### src/rtl/pipeline_hazard_ctrl.sv
// Decode-stage sequencing controller: load-use bubbles, multi-cycle redirect
// flushes, memory-busy freeze and saturating stall/flush counters.
module pipeline_hazard_ctrl #(
   parameter int REG_ADDR_WIDTH = 5,
   parameter int FLUSH_CYCLES   = 2,
   parameter int CNT_WIDTH      = 16
) (
   input  logic                      clk,
   input  logic                      rst_n,
   input  logic                      id_ex_mem_data_rd_en,
   input  logic [REG_ADDR_WIDTH-1:0] id_ex_reg_wr_addr,
   input  logic                      if_id_rd_reg_a_en,
   input  logic                      if_id_rd_reg_b_en,
   input  logic [REG_ADDR_WIDTH-1:0] if_id_rd_reg_a_addr,
   input  logic [REG_ADDR_WIDTH-1:0] if_id_rd_reg_b_addr,
   input  logic                      select_new_pc,
   input  logic                      mem_busy,
   input  logic                      counters_clr,
   output logic                      inst_rd_en,
   output logic                      stall,
   output logic                      decode_flush,
   output logic                      general_flush,
   output logic [CNT_WIDTH-1:0]      stall_count,
   output logic [CNT_WIDTH-1:0]      flush_count,
   output logic [1:0]                state_out
);

   localparam int FCW = (FLUSH_CYCLES > 1) ? $clog2(FLUSH_CYCLES) : 1;
   localparam logic [FCW-1:0] CNT_RELOAD = FCW'(FLUSH_CYCLES - 1);
   localparam bit MULTI_FLUSH = (FLUSH_CYCLES > 1);

   typedef enum logic [1:0] {
      ST_RUN      = 2'b00,
      ST_FLUSH    = 2'b01,
      ST_MEM_WAIT = 2'b10,
      ST_BAD      = 2'b11
   } state_e;

   state_e               state_q, state_d;
   logic [FCW-1:0]       cnt_q, cnt_d;
   logic                 pending_q, pending_d;
   logic [CNT_WIDTH-1:0] stall_count_q, stall_count_d;
   logic [CNT_WIDTH-1:0] flush_count_q, flush_count_d;

   logic hazard;
   logic run_act;
   logic redirect;
   logic flush_inc;
   logic inst_rd_en_c, stall_c, decode_flush_c, general_flush_c;

   assign hazard = id_ex_mem_data_rd_en && (id_ex_reg_wr_addr != '0) &&
                   ((if_id_rd_reg_a_en && (if_id_rd_reg_a_addr == id_ex_reg_wr_addr)) ||
                    (if_id_rd_reg_b_en && (if_id_rd_reg_b_addr == id_ex_reg_wr_addr)));

   always_comb begin
      state_d         = state_q;
      cnt_d           = cnt_q;
      pending_d       = pending_q;
      run_act         = 1'b0;
      redirect        = 1'b0;
      flush_inc       = 1'b0;
      inst_rd_en_c    = 1'b0;
      stall_c         = 1'b0;
      decode_flush_c  = 1'b0;
      general_flush_c = 1'b0;

      case (state_q)
         ST_RUN: begin
            run_act  = 1'b1;
            redirect = select_new_pc;
         end
         ST_FLUSH: begin
            if (mem_busy) begin
               // Freeze; the rest of this flush is replayed once memory completes.
               stall_c   = 1'b1;
               pending_d = 1'b1;
               state_d   = ST_MEM_WAIT;
            end else begin
               inst_rd_en_c    = 1'b1;
               decode_flush_c  = 1'b1;
               general_flush_c = 1'b1;
               if (select_new_pc) begin
                  flush_inc = 1'b1;
                  cnt_d     = CNT_RELOAD;
                  state_d   = MULTI_FLUSH ? ST_FLUSH : ST_RUN;
               end else begin
                  cnt_d = cnt_q - FCW'(1);
                  if (cnt_q <= FCW'(1)) state_d = ST_RUN;
               end
            end
         end
         ST_MEM_WAIT: begin
            if (mem_busy) begin
               stall_c = 1'b1;
               if (select_new_pc) pending_d = 1'b1;
            end else begin
               run_act   = 1'b1;
               redirect  = select_new_pc || pending_q;
               pending_d = 1'b0;
            end
         end
         default: begin
            state_d   = ST_RUN;
            cnt_d     = '0;
            pending_d = 1'b0;
         end
      endcase

      // Shared RUN decision, also used on the cycle memory releases MEM_WAIT.
      if (run_act) begin
         if (mem_busy) begin
            stall_c   = 1'b1;
            pending_d = select_new_pc;
            state_d   = ST_MEM_WAIT;
         end else if (redirect) begin
            inst_rd_en_c    = 1'b1;
            decode_flush_c  = 1'b1;
            general_flush_c = 1'b1;
            flush_inc       = 1'b1;
            cnt_d           = CNT_RELOAD;
            state_d         = MULTI_FLUSH ? ST_FLUSH : ST_RUN;
         end else if (hazard) begin
            stall_c        = 1'b1;
            decode_flush_c = 1'b1;
            state_d        = ST_RUN;
         end else begin
            inst_rd_en_c = 1'b1;
            state_d      = ST_RUN;
         end
      end
   end

   always_comb begin
      stall_count_d = stall_count_q;
      flush_count_d = flush_count_q;
      if (counters_clr) begin
         stall_count_d = '0;
         flush_count_d = '0;
      end else begin
         if (stall_c && (stall_count_q != '1)) stall_count_d = stall_count_q + 1'b1;
         if (flush_inc && (flush_count_q != '1)) flush_count_d = flush_count_q + 1'b1;
      end
   end

   always_ff @(posedge clk or negedge rst_n) begin
      if (!rst_n) begin
         state_q       <= ST_RUN;
         cnt_q         <= '0;
         pending_q     <= 1'b0;
         stall_count_q <= '0;
         flush_count_q <= '0;
      end else begin
         state_q       <= state_d;
         cnt_q         <= cnt_d;
         pending_q     <= pending_d;
         stall_count_q <= stall_count_d;
         flush_count_q <= flush_count_d;
      end
   end

   // Reset forces the pipeline controls quiet without waiting for a clock.
   assign inst_rd_en    = rst_n && inst_rd_en_c;
   assign stall         = rst_n && stall_c;
   assign decode_flush  = rst_n && decode_flush_c;
   assign general_flush = rst_n && general_flush_c;
   assign stall_count   = stall_count_q;
   assign flush_count   = flush_count_q;
   assign state_out     = state_q;

endmodule

### config.mk
export PLATFORM = sky130hd
export DESIGN_NAME = pipeline_hazard_ctrl
export DESIGN_NICKNAME = d
export VERILOG_FILES = /design/src/rtl/pipeline_hazard_ctrl.sv
export SDC_FILE = /design/constraint.sdc
export NUM_CORES = 1
export LEC_CHECK = 0
export ABC_AREA = 1
export CAP_MARGIN = 0
export CORE_ASPECT_RATIO = 1.1
export CORE_MARGIN = 2
export CORE_UTILIZATION = 42
export DETAILED_ROUTE_END_ITERATION = 10
export GPL_ROUTABILITY_DRIVEN = 0
export PLACE_DENSITY = 0.69
export SYNTH_ARGS = -nofsm -noshare
export SYNTH_HDL_FRONTEND = slang
export SYNTH_SLANG_ARGS = --single-unit
### constraint.sdc
create_clock -name clk -period 2.1 [get_ports clk]
set_input_delay 0.42 -clock clk [delete_from_list [all_inputs] [get_ports clk]]
set_output_delay 0.42 -clock clk [all_outputs]
set_load 0.01 [all_outputs]
### After elaboration in Yosys (flattened, before gate mapping)

Index checks and enable logic that the tools add are counted.

| word-level totals | value |
|---|---|
| bits in registers | 36 |
| input port bits | 23 |
| output and inout bits | 38 |
| logic and storage cells | 87 |

| cells by class | value |
|---|---|
| add/sub/neg operators | 3 |
| $lt $le $gt $ge | 1 |
| eq/ne operators | 8 |
| muxes and demuxes | 51 |
| reductions and logical operators | 19 |

Operator list:

| kind | count |
|---|---|
| $mux 16 | 4 |
| $mux 1 | 37 |
| $add 16x1->16 const B | 2 |
| $ne 16x16->1 const B | 2 |
| $eq 5x5->1 | 2 |
| $logic_and 1x1->1 | 10 |
| $mux 2 | 5 |
| $pmux 1 s2 | 3 |
| $ne 5x5->1 const B | 1 |
| $reduce_bool 5->1 | 1 |
| $pmux 2 s2 | 1 |
| $reduce_bool 2->1 | 2 |
| $reduce_or 2->1 | 2 |
| $pmux 1 s3 | 1 |
| $eq 2x1->1 const B | 1 |
| $eq 2x2->1 const B | 1 |
| $logic_not 2->1 | 1 |
| $logic_or 1x1->1 | 2 |
| $ne 2x1->1 const B | 1 |
| $reduce_and 2->1 | 1 |
| $le 1x1->1 const B | 1 |
| $sub 1x1->1 const B | 1 |

### Logic depth before layout (Yosys ltp)

Gate-level depths: netlist of the first run.

| depth | value |
|---|---|
| depth after elaboration | 11 |
| gate-level depth with buffers | 12 |
| depth with buffers taken out | 11 |

### Worst setup path after synthesis of the first run

OpenSTA, ideal clock, no wires.

| timing | value |
|---|---|
| path kind | register to output |
| from | reg state_q[0] (netlist: state_out[0]) |
| to | out decode_flush |
| arrival time | 1400 ps |
| data required time | 1680 ps |
| path slack | 280 ps |
| cell stages (with the launch flop) | 8 |
| buffers on the path | 0 |
| cells stage by stage | dfrtp_1 inv_1 ha_1 a21oi_1 nor2_1 nand3_1 inv_1 a21boi_0 |

| on the way | value |
|---|---|
| word-level cells in the longest chain between the ends | 7 |
| elaborated cells on any way between the ends | 11 |
| classes of those cells | eq/ne: 2; mux: 7; reduce/logical: 2 |

RTL lines:

| what | RTL line | text |
|---|---|---|
| start: declaration | 39 | `state_e state_q, state_d;` |
| start signal: assignment | 153 | `state_q <= state_d;` |
| $eq 2x1->1 | 67 | `case (state_q)` |
| $mux 1 | 67 |  |
| $mux 1 | 122 | `end else if (hazard) begin` |
| $mux 1 | 115 | `end else if (redirect) begin` |
| $mux 1 | 111 | `if (mem_busy) begin` |
| $mux 1 (*) | 110 | `if (run_act) begin` |
| $logic_and 1x1->1 (*) | 164 | `assign decode_flush = rst_n && decode_flush_c;` |
| end: declaration | 21 | `output logic decode_flush,` |

Mark *: on every way between the ends. The rest lies on a longest branch, timed or not.

### Worst setup path in the final report of the first run

| timing | value |
|---|---|
| from | reg state_q[1] (netlist: state_out[1]) |
| to | out decode_flush |

The elaborated chain is that of the path after synthesis.

==> results of run 1 <==
==> metrics by stage <==
step / worst slack, ns / TNS (ns)
floorplan: 0.280 / 0
global placement: -0.451 / -3.25
detailed placement: -0.533 / -4.28
CTS: 0.000132 / 0
global route: -0.0337 / -0.0476
finish: 0.0613 / 0
==> cell usage after synthesis, types with 2 or more instances <==
| library cell | instances | area share [%] |
|---|---|---|
| sky130_fd_sc_hd__nand2_1 | 96 | 14 |
| sky130_fd_sc_hd__inv_1 | 56 | 8.0 |
| sky130_fd_sc_hd__dfrtp_1 | 35 | 33 |
| sky130_fd_sc_hd__nand3_1 | 35 | 6.7 |
| sky130_fd_sc_hd__nor2_1 | 35 | 5.0 |
| sky130_fd_sc_hd__nand4_1 | 23 | 5.5 |
| sky130_fd_sc_hd__xor2_1 | 17 | 5.7 |
| sky130_fd_sc_hd__nor3_1 | 9 | 1.7 |
| sky130_fd_sc_hd__o21ai_1 | 7 | 1.3 |
| sky130_fd_sc_hd__ha_1 | 6 | 2.9 |
| sky130_fd_sc_hd__o21ai_0 | 6 | 1.1 |
| sky130_fd_sc_hd__o31ai_1 | 6 | 1.7 |
| sky130_fd_sc_hd__a21oi_1 | 4 | 0.76 |
| sky130_fd_sc_hd__clkbuf_1 | 4 | 0.57 |
| sky130_fd_sc_hd__nand2_2 | 4 | 0.96 |
| sky130_fd_sc_hd__nand4_2 | 3 | 1.4 |
| sky130_fd_sc_hd__xnor2_1 | 3 | 1.0 |
| sky130_fd_sc_hd__buf_6 | 2 | 0.86 |
| sky130_fd_sc_hd__nand3_2 | 2 | 0.76 |
| sky130_fd_sc_hd__o21ai_2 | 2 | 0.67 |
==> where the power goes <==
group | total [uW] | switching, uW | internal, uW
Combinational | 1230 | 643 | 587
Sequential | 786 | 60.5 | 725
Clock | 501 | 244 | 258
Total | 2520 | 947 | 1570
==> registers in the layout (all words and copies together), names as in the netlist <==
register	flops
flush_count	16
stall_count	16
state_out	2
pending_q	1
==> cells in the final DEF, fill, tap and decap left out, types with 2 or more instances in the layout <==
cell,instances
sky130_fd_sc_hd__a21oi_2,2
sky130_fd_sc_hd__buf_4,28
sky130_fd_sc_hd__o21ai_0,2
sky130_fd_sc_hd__nor2_2,4
sky130_fd_sc_hd__nand4_1,23
sky130_fd_sc_hd__nand4_2,3
sky130_fd_sc_hd__ha_4,3
sky130_fd_sc_hd__dlymetal6s2s_1,9
sky130_fd_sc_hd__buf_2,4
sky130_fd_sc_hd__nand3_1,31
sky130_fd_sc_hd__clkbuf_8,6
sky130_fd_sc_hd__inv_2,6
sky130_fd_sc_hd__o31ai_1,6
sky130_fd_sc_hd__nor2_1,31
sky130_fd_sc_hd__dlygate4sd2_1,9
sky130_fd_sc_hd__a21oi_1,2
sky130_fd_sc_hd__inv_4,2
sky130_fd_sc_hd__nand2_1,91
sky130_fd_sc_hd__o21ai_1,10
sky130_fd_sc_hd__nand2_2,6
sky130_fd_sc_hd__ha_1,3
sky130_fd_sc_hd__inv_1,49
sky130_fd_sc_hd__o21ai_2,3
sky130_fd_sc_hd__nand2_4,4
sky130_fd_sc_hd__clkdlybuf4s50_1,38
sky130_fd_sc_hd__nor3_1,8
sky130_fd_sc_hd__xnor2_1,3
sky130_fd_sc_hd__nand3_2,6
sky130_fd_sc_hd__buf_6,2
sky130_fd_sc_hd__xor2_1,17
sky130_fd_sc_hd__dfrtp_1,34
sky130_fd_sc_hd__buf_12,2
sky130_fd_sc_hd__nor3_2,2
==> timing repair <==
action                                  4_1_cts  5_1_grt
pin swaps                                     6       18
endpoints found under the setup margin        4       21
buffers inserted                              3        0
resized for setup                            49       30
==> worst max-delay path, delay by kind of cell (launching register included) <==
kind | cells | cell delay (ns)
simple gates | 3 | 0.23
compound gates | 1 | 0.19
fa+ha+maj | 1 | 0.17
flops | 1 | 0.46
buf+inv | 3 | 0.28
==> cells by family (layout without fill, tap and decap cells) <==
kind of cell	count (synthesis)	in the layout	share of synthesized area, %
AO/OA/AOI/OAI	31	31	7.74
XOR/XNOR	20	20	6.69
adder cells (fa/ha/maj)	6	6	2.87
buffers and inverters	67	157	10.7
flip-flops	35	35	33.5
AND/OR/NAND/NOR	213	213	38.6
==> per-layer routing <==
| metal | track usage [%] | wire length (um) | vias up |
|---|---|---|---|
| met4 | 5.80 | 95 | 0 |
| met1 | 23.7 | 2930 | 1295 |
| met3 | 3.75 | 247 | 10 |
| met2 | 36.1 | 3500 | 56 |
| met5 | 0 | 0 | - |
| li1 | - | - | 1386 |
==> layout make-up <==
type / count / area (um^2)
fillers: 558 / 2330
multi-input cells: 270 / 1590
flip-flops and latches: 35 / 877
repair buffers: 92 / 865
inverters: 58 / 228
well taps: 80 / 100
clock buffers: 6 / 82.6
clock inverters: 1 / 5.00
==> how the worst max path moves through the flow <==
stage                    endpoint                  from  slack (ns)
finish               decode_flush          state_out[1]        0.06
global placement            stall  id_ex_reg_wr_addr[3]       -0.45
floorplan            decode_flush          state_out[0]        0.28
detailed placement   decode_flush  id_ex_reg_wr_addr[1]       -0.53
CTS                 general_flush          state_out[1]      0.0001
global route         decode_flush          state_out[1]       -0.03
==> impl_metrics.json, run 1 <==
{
  "vdd_drop_max_v": 0.000323,
  "total_leakage_power_uw": 0.00190,
  "period_needed_ns": 2.04,
  "cts_tree": "built",
  "row_count": 30,
  "clock_latency_ns": 0.29,
  "antenna_left": 0,
  "max_freq_ghz": 0.490,
  "layout.core_utilization_pct": 61.6,
  "num_antenna_cells": 0,
  "cts_root_buffer": "sky130_fd_sc_hd__clkbuf_8",
  "postRouteWirelength_mm": 6.77,
  "postSynthCellCount": 372,
  "drt_pre_antenna_iters": 4,
  "synth_enable_flop_cells": 0,
  "grt_setup_unrepaired": "true",
  "post_dp_cell_area_um2": 3510,
  "grt_start_max_net_pins": 37,
  "outcome": "finished clean",
  "hpwlAfterDp_mm": 4.76,
  "timing.final.crit_share_pct": 97.1,
  "worstPathArrival_ns": 1.62,
  "worst-r2r-setup-slack_ns": 0.15,
  "initial_antenna_violation_count": 0,
  "hold-worst-slack_ns": 0.578,
  "regToRegEndpoint": "flush_count[9]",
  "route.detailed.drc": 0,
  "worstHoldEndpoint": "stall_count[4]",
  "finClkSkew_ns": 0.00889,
  "path_class": "reg2out",
  "cts_sinks": 35,
  "synth-warning-count": 0,
  "via_count_of_the_first_global_routing_pass": 2556,
  "holdCritStartpoint": "stall_count[4]",
  "drive_gt1_share_pct": 20.1,
  "worstSetupStartpointType": "flop",
  "synth.lib_cells_used.distinct": 37,
  "layout-area-overhead-vs-synth_pct": 43.2,
  "ctsLongestPathBuffers": 2,
  "vias_per_cell": 5.07,
  "ios": 61,
  "die_area_um2": 6880,
  "ff2ff_path_depth": 12,
  "worstPathMaxFanout": 4,
  "htreeDepth": 2,
  "cts_made_buffers": 5,
  "vertical_die_dimension_um": 86.8,
  "grt.overflow.total": 0,
  "place_inst": 532,
  "timing.critical_path.required_ns": 1.68,
  "finish.instance_area_um2": 3750,
  "worstHoldPathCells": 2,
  "timing.rr.start": "state_out[1]",
  "placement.io_buffers": 60,
  "number_of_failing_setup_endpoints_in_the_final_timing_report": 0,
  "synth.avg_cell_area_um2": 7.04,
  "synth_top_flop_cell": "sky130_fd_sc_hd__dfrtp_1",
  "gr-usage-all-layers_pct": 19.9,
  "synthesis.area_um2": 2620,
  "route.vias.total": 2747,
  "total_count_of_max_transition_violations_in_the_final_report": 0,
  "holdBufCountCts": 0,
  "synthesis.nets": 401,
  "flip_flop_and_latch_count_after_synthesis": 35,
  "cpPeakStageDelay_ns": 0.46,
  "max_cap_viol_count": 0,
  "floorplan.die.width_um": 79.3,
  "chain_of_cells_forming_the_critical_path": "inv_4, ha_4, nor2_2, nand2_1, inv_2, nor3_2, a21boi_2, buf_2",
  "timing_worst_slew_pin_value_ns": 0.547,
  "cellPowerDensity_nw_per_um2": 672,
  "clock_pin_slew_reported_for_the_worst_setup_and_hold_paths_after_clock_tree_synthesis_ns": 0.07,
  "worst_hold_path_type": "reg2reg",
  "cpMaxStageDelayCell": "sky130_fd_sc_hd__dfrtp_2",
  "grt_first_pass_wirelength_mm": 11.0,
  "synth.yosys.seq_area_share_pct": 33.5,
  "worstSetupEndpointType": "primary output",
  "core_area_um2": 6080,
  "max_slew_margin_pct": 63.2,
  "wl_per_cell_um": 12.5,
  "hold_viol": 0,
  "floorplan.initialDensity_pct": 43.0,
  "drt-initial-drc-count": 92,
  "num-nets-final": 491,
  "p_total_uw": 2520,
  "synth_async_sr_flop_share_pct": 100,
  "finish.cell_count_without_fillers": 542
}
Note: power is estimated with default switching activity, not from simulation.
==> run 2: changes to the inputs <==
Settings changed: ABC_CLOCK_PERIOD_IN_PS from default to 2100, CELL_PAD_IN_SITES_DETAIL_PLACEMENT from default to 2, CELL_PAD_IN_SITES_GLOBAL_PLACEMENT from default to 2, CORE_UTILIZATION 42 to 28, CTS_BUF_LIST from default to sky130_fd_sc_hd__clkbuf_2 sky130_fd_sc_hd__clkbuf_4 sky130_fd_sc_hd__clkbuf_8, PLACE_DENSITY 0.69 to default, PLACE_DENSITY_LB_ADDON from default to 0.1.
==> run 2 against run 1 <==
Utilization shrank 21 points. Largest power group unchanged. Register-to-register slack lost 0.02 ns. Sequential share of layout area shrank 0.12 points. Fmax shrank 3.1%. Setup slack lost 0.066 ns. Die area grew 47%. Power grew 6.8%. Sequential power is essentially flat. Clock skew shrank 0.0028 ns. The run now ends with setup timing left. Via count grew 4.1%. Largest cell class unchanged.
==> impl_metrics.json, run 2 (synthesized netlist as in run 1, its figures left out) <==
{
  "outcome": "finished with violations",
  "failing_checks": "setup timing",
  "finish.instance_area_um2": 3770,
  "drt-initial-drc-count": 38,
  "num-nets-final": 499,
  "drive_gt1_share_pct": 21.5,
  "core_area_um2": 9210,
  "num_antenna_cells": 0,
  "holdBufCountCts": 0,
  "cts_tree": "built",
  "switching_share_pct": 39.7,
  "grt_start_max_net_pins": 36,
  "timing.critical_path.required_ns": 1.68,
  "layout-area-overhead-vs-synth_pct": 43.9,
  "vias_per_cell": 4.88,
  "hpwlAfterDp_mm": 6.89,
  "clock_latency_ns": 0.29,
  "clock_pin_slew_reported_for_the_worst_setup_and_hold_paths_after_clock_tree_synthesis_ns": 0.08,
  "post_dp_cell_area_um2": 3570,
  "layout.core_utilization_pct": 40.9,
  "hold_viol": 0,
  "antenna_left": 0,
  "hold-worst-slack_ns": 0.360,
  "row_count": 37,
  "path_class": "reg2out",
  "timing_worst_slew_pin_value_ns": 0.491,
  "worstSetupEndpointType": "primary output",
  "sum_of_negative_setup_slack_ns": -0.00473,
  "placement.io_buffers": 60,
  "number_of_failing_setup_endpoints_in_the_final_timing_report": 1,
  "layout_setup_ws_ns": -0.00473,
  "most-common-layout-cells": "sky130_fd_sc_hd__nand2_1, sky130_fd_sc_hd__inv_1, sky130_fd_sc_hd__buf_4",
  "route.vias.total": 2859,
  "pre_cts_ws_ns": -0.580,
  "switching_power_uw": 1070,
  "worstSetupStartpointType": "flop",
  "worstPathMaxFanout": 4,
  "htreeDepth": 2,
  "final_common_cell": "sky130_fd_sc_hd__nand2_1",
  "floorplan.die.width_um": 96.2,
  "gr-usage-all-layers_pct": 19.0,
  "cts_made_buffers": 5,
  "cts_root_buffer": "sky130_fd_sc_hd__clkbuf_8",
  "floorplan.initialDensity_pct": 28.4,
  "ios": 61,
  "cts_sinks": 35,
  "via_count_of_the_first_global_routing_pass": 3114,
  "p_clk_share_pct": 18.6,
  "vdd_drop_max_v": 0.000492,
  "finClkSkew_ns": 0.00604,
  "timing.final.crit_share_pct": 100,
  "worst_hold_path_type": "in2async",
  "route.detailed.drc": 0,
  "worstPathArrival_ns": 1.68,
  "internal_power_uw": 1620,
  "total_count_of_max_transition_violations_in_the_final_report": 0,
  "grt_setup_unrepaired": "true",
  "wl_per_cell_um": 16.2,
  "max_cap_viol_count": 0,
  "period_needed_ns": 2.10,
  "ctsLongestPathBuffers": 2,
  "max_slew_margin_pct": 67.2,
  "total_leakage_power_uw": 0.00184,
  "max_freq_ghz": 0.475,
  "grt.overflow.total": 0,
  "grt_first_pass_wirelength_mm": 15.2,
  "die_area_um2": 10100,
  "cellPowerDensity_nw_per_um2": 714,
  "drt_pre_antenna_iters": 3,
  "initial_antenna_violation_count": 0,
  "seq_power_share_pct": 29.4,
  "postRouteWirelength_mm": 9.49,
  "vertical_die_dimension_um": 105,
  "combPwrFrac_pct": 52.1
}
[run 2: layer usage]
metal | global-route usage, % | share of wire (%) | vias up
li1 | - | - | 1397
met1 | 23.6 | 44 | 1416
met2 | 34.4 | 53 | 38
met3 | 2.50 | 2.1 | 8
met4 | 4.08 | 1.0 | 0
met5 | 0 | 0 | -
[run 2: layout make-up]
type	count	area, um^2
clock buffers	6	76.3
fillers	1108	5450
inverters	58	228
multi-input cells	270	1580
flip-flops and latches	35	877
well taps	117	146
repair buffers	100	862
[run 2: worst max-delay path, cell delays in order, from the launching register on]
cell and delay [ns]:
sky130_fd_sc_hd__dfrtp_2 0.46, sky130_fd_sc_hd__inv_4 0.10, sky130_fd_sc_hd__ha_4 0.17, sky130_fd_sc_hd__nor2_4 0.05, sky130_fd_sc_hd__nand2_2 0.07, sky130_fd_sc_hd__inv_2 0.05, sky130_fd_sc_hd__nor3_4 0.19, sky130_fd_sc_hd__a21boi_2 0.17
sky130_fd_sc_hd__buf_2 0.13
[run 2: final timing paths]
| check | start | to | slack, ns | cells after the start |
|---|---|---|---|---|
| min in group clk | stall_count[4] | stall_count[4] | 0.58 | 2 |
| max | state_out[1] | decode_flush | -0.005 | 8 |
| min reg2reg | stall_count[4] | stall_count[4] | 0.58 | 2 |
| max reg2reg | state_out[1] | flush_count[9] | 0.13 | 12 |
| max in group asynchronous | rst_n | state_out[1] | 1.38 | 3 |
| min | rst_n | stall_count[1] | 0.36 | 3 |
[run 2: power by group through the flow]
stage	Clock [uW]	Sequential (uW)	Combinational [uW]
2_1_floorplan	0	802	497
3_3_place_gp	0	788	1090
3_5_place_dp	0	794	1130
4_1_cts	518	788	1240
5_1_grt	540	800	1530
6_report	499	789	1400
[run 2: per-stage QoR]
step,total power [uW],cells
after CTS,2550,583
after detailed placement,1920,575
after global routing,2870,586
after floorplan,1300,372
after global placement,1880,575
final,2690,586
[run 2: what timing repair did]
item                       in CTS  in global routing
gates cloned                    0                  0
pin swaps                       9                  6
gates resized for setup        59                 16
setup buffers                   2                  3
hold endpoints to repair        0                  0
setup endpoints to repair       4                 20
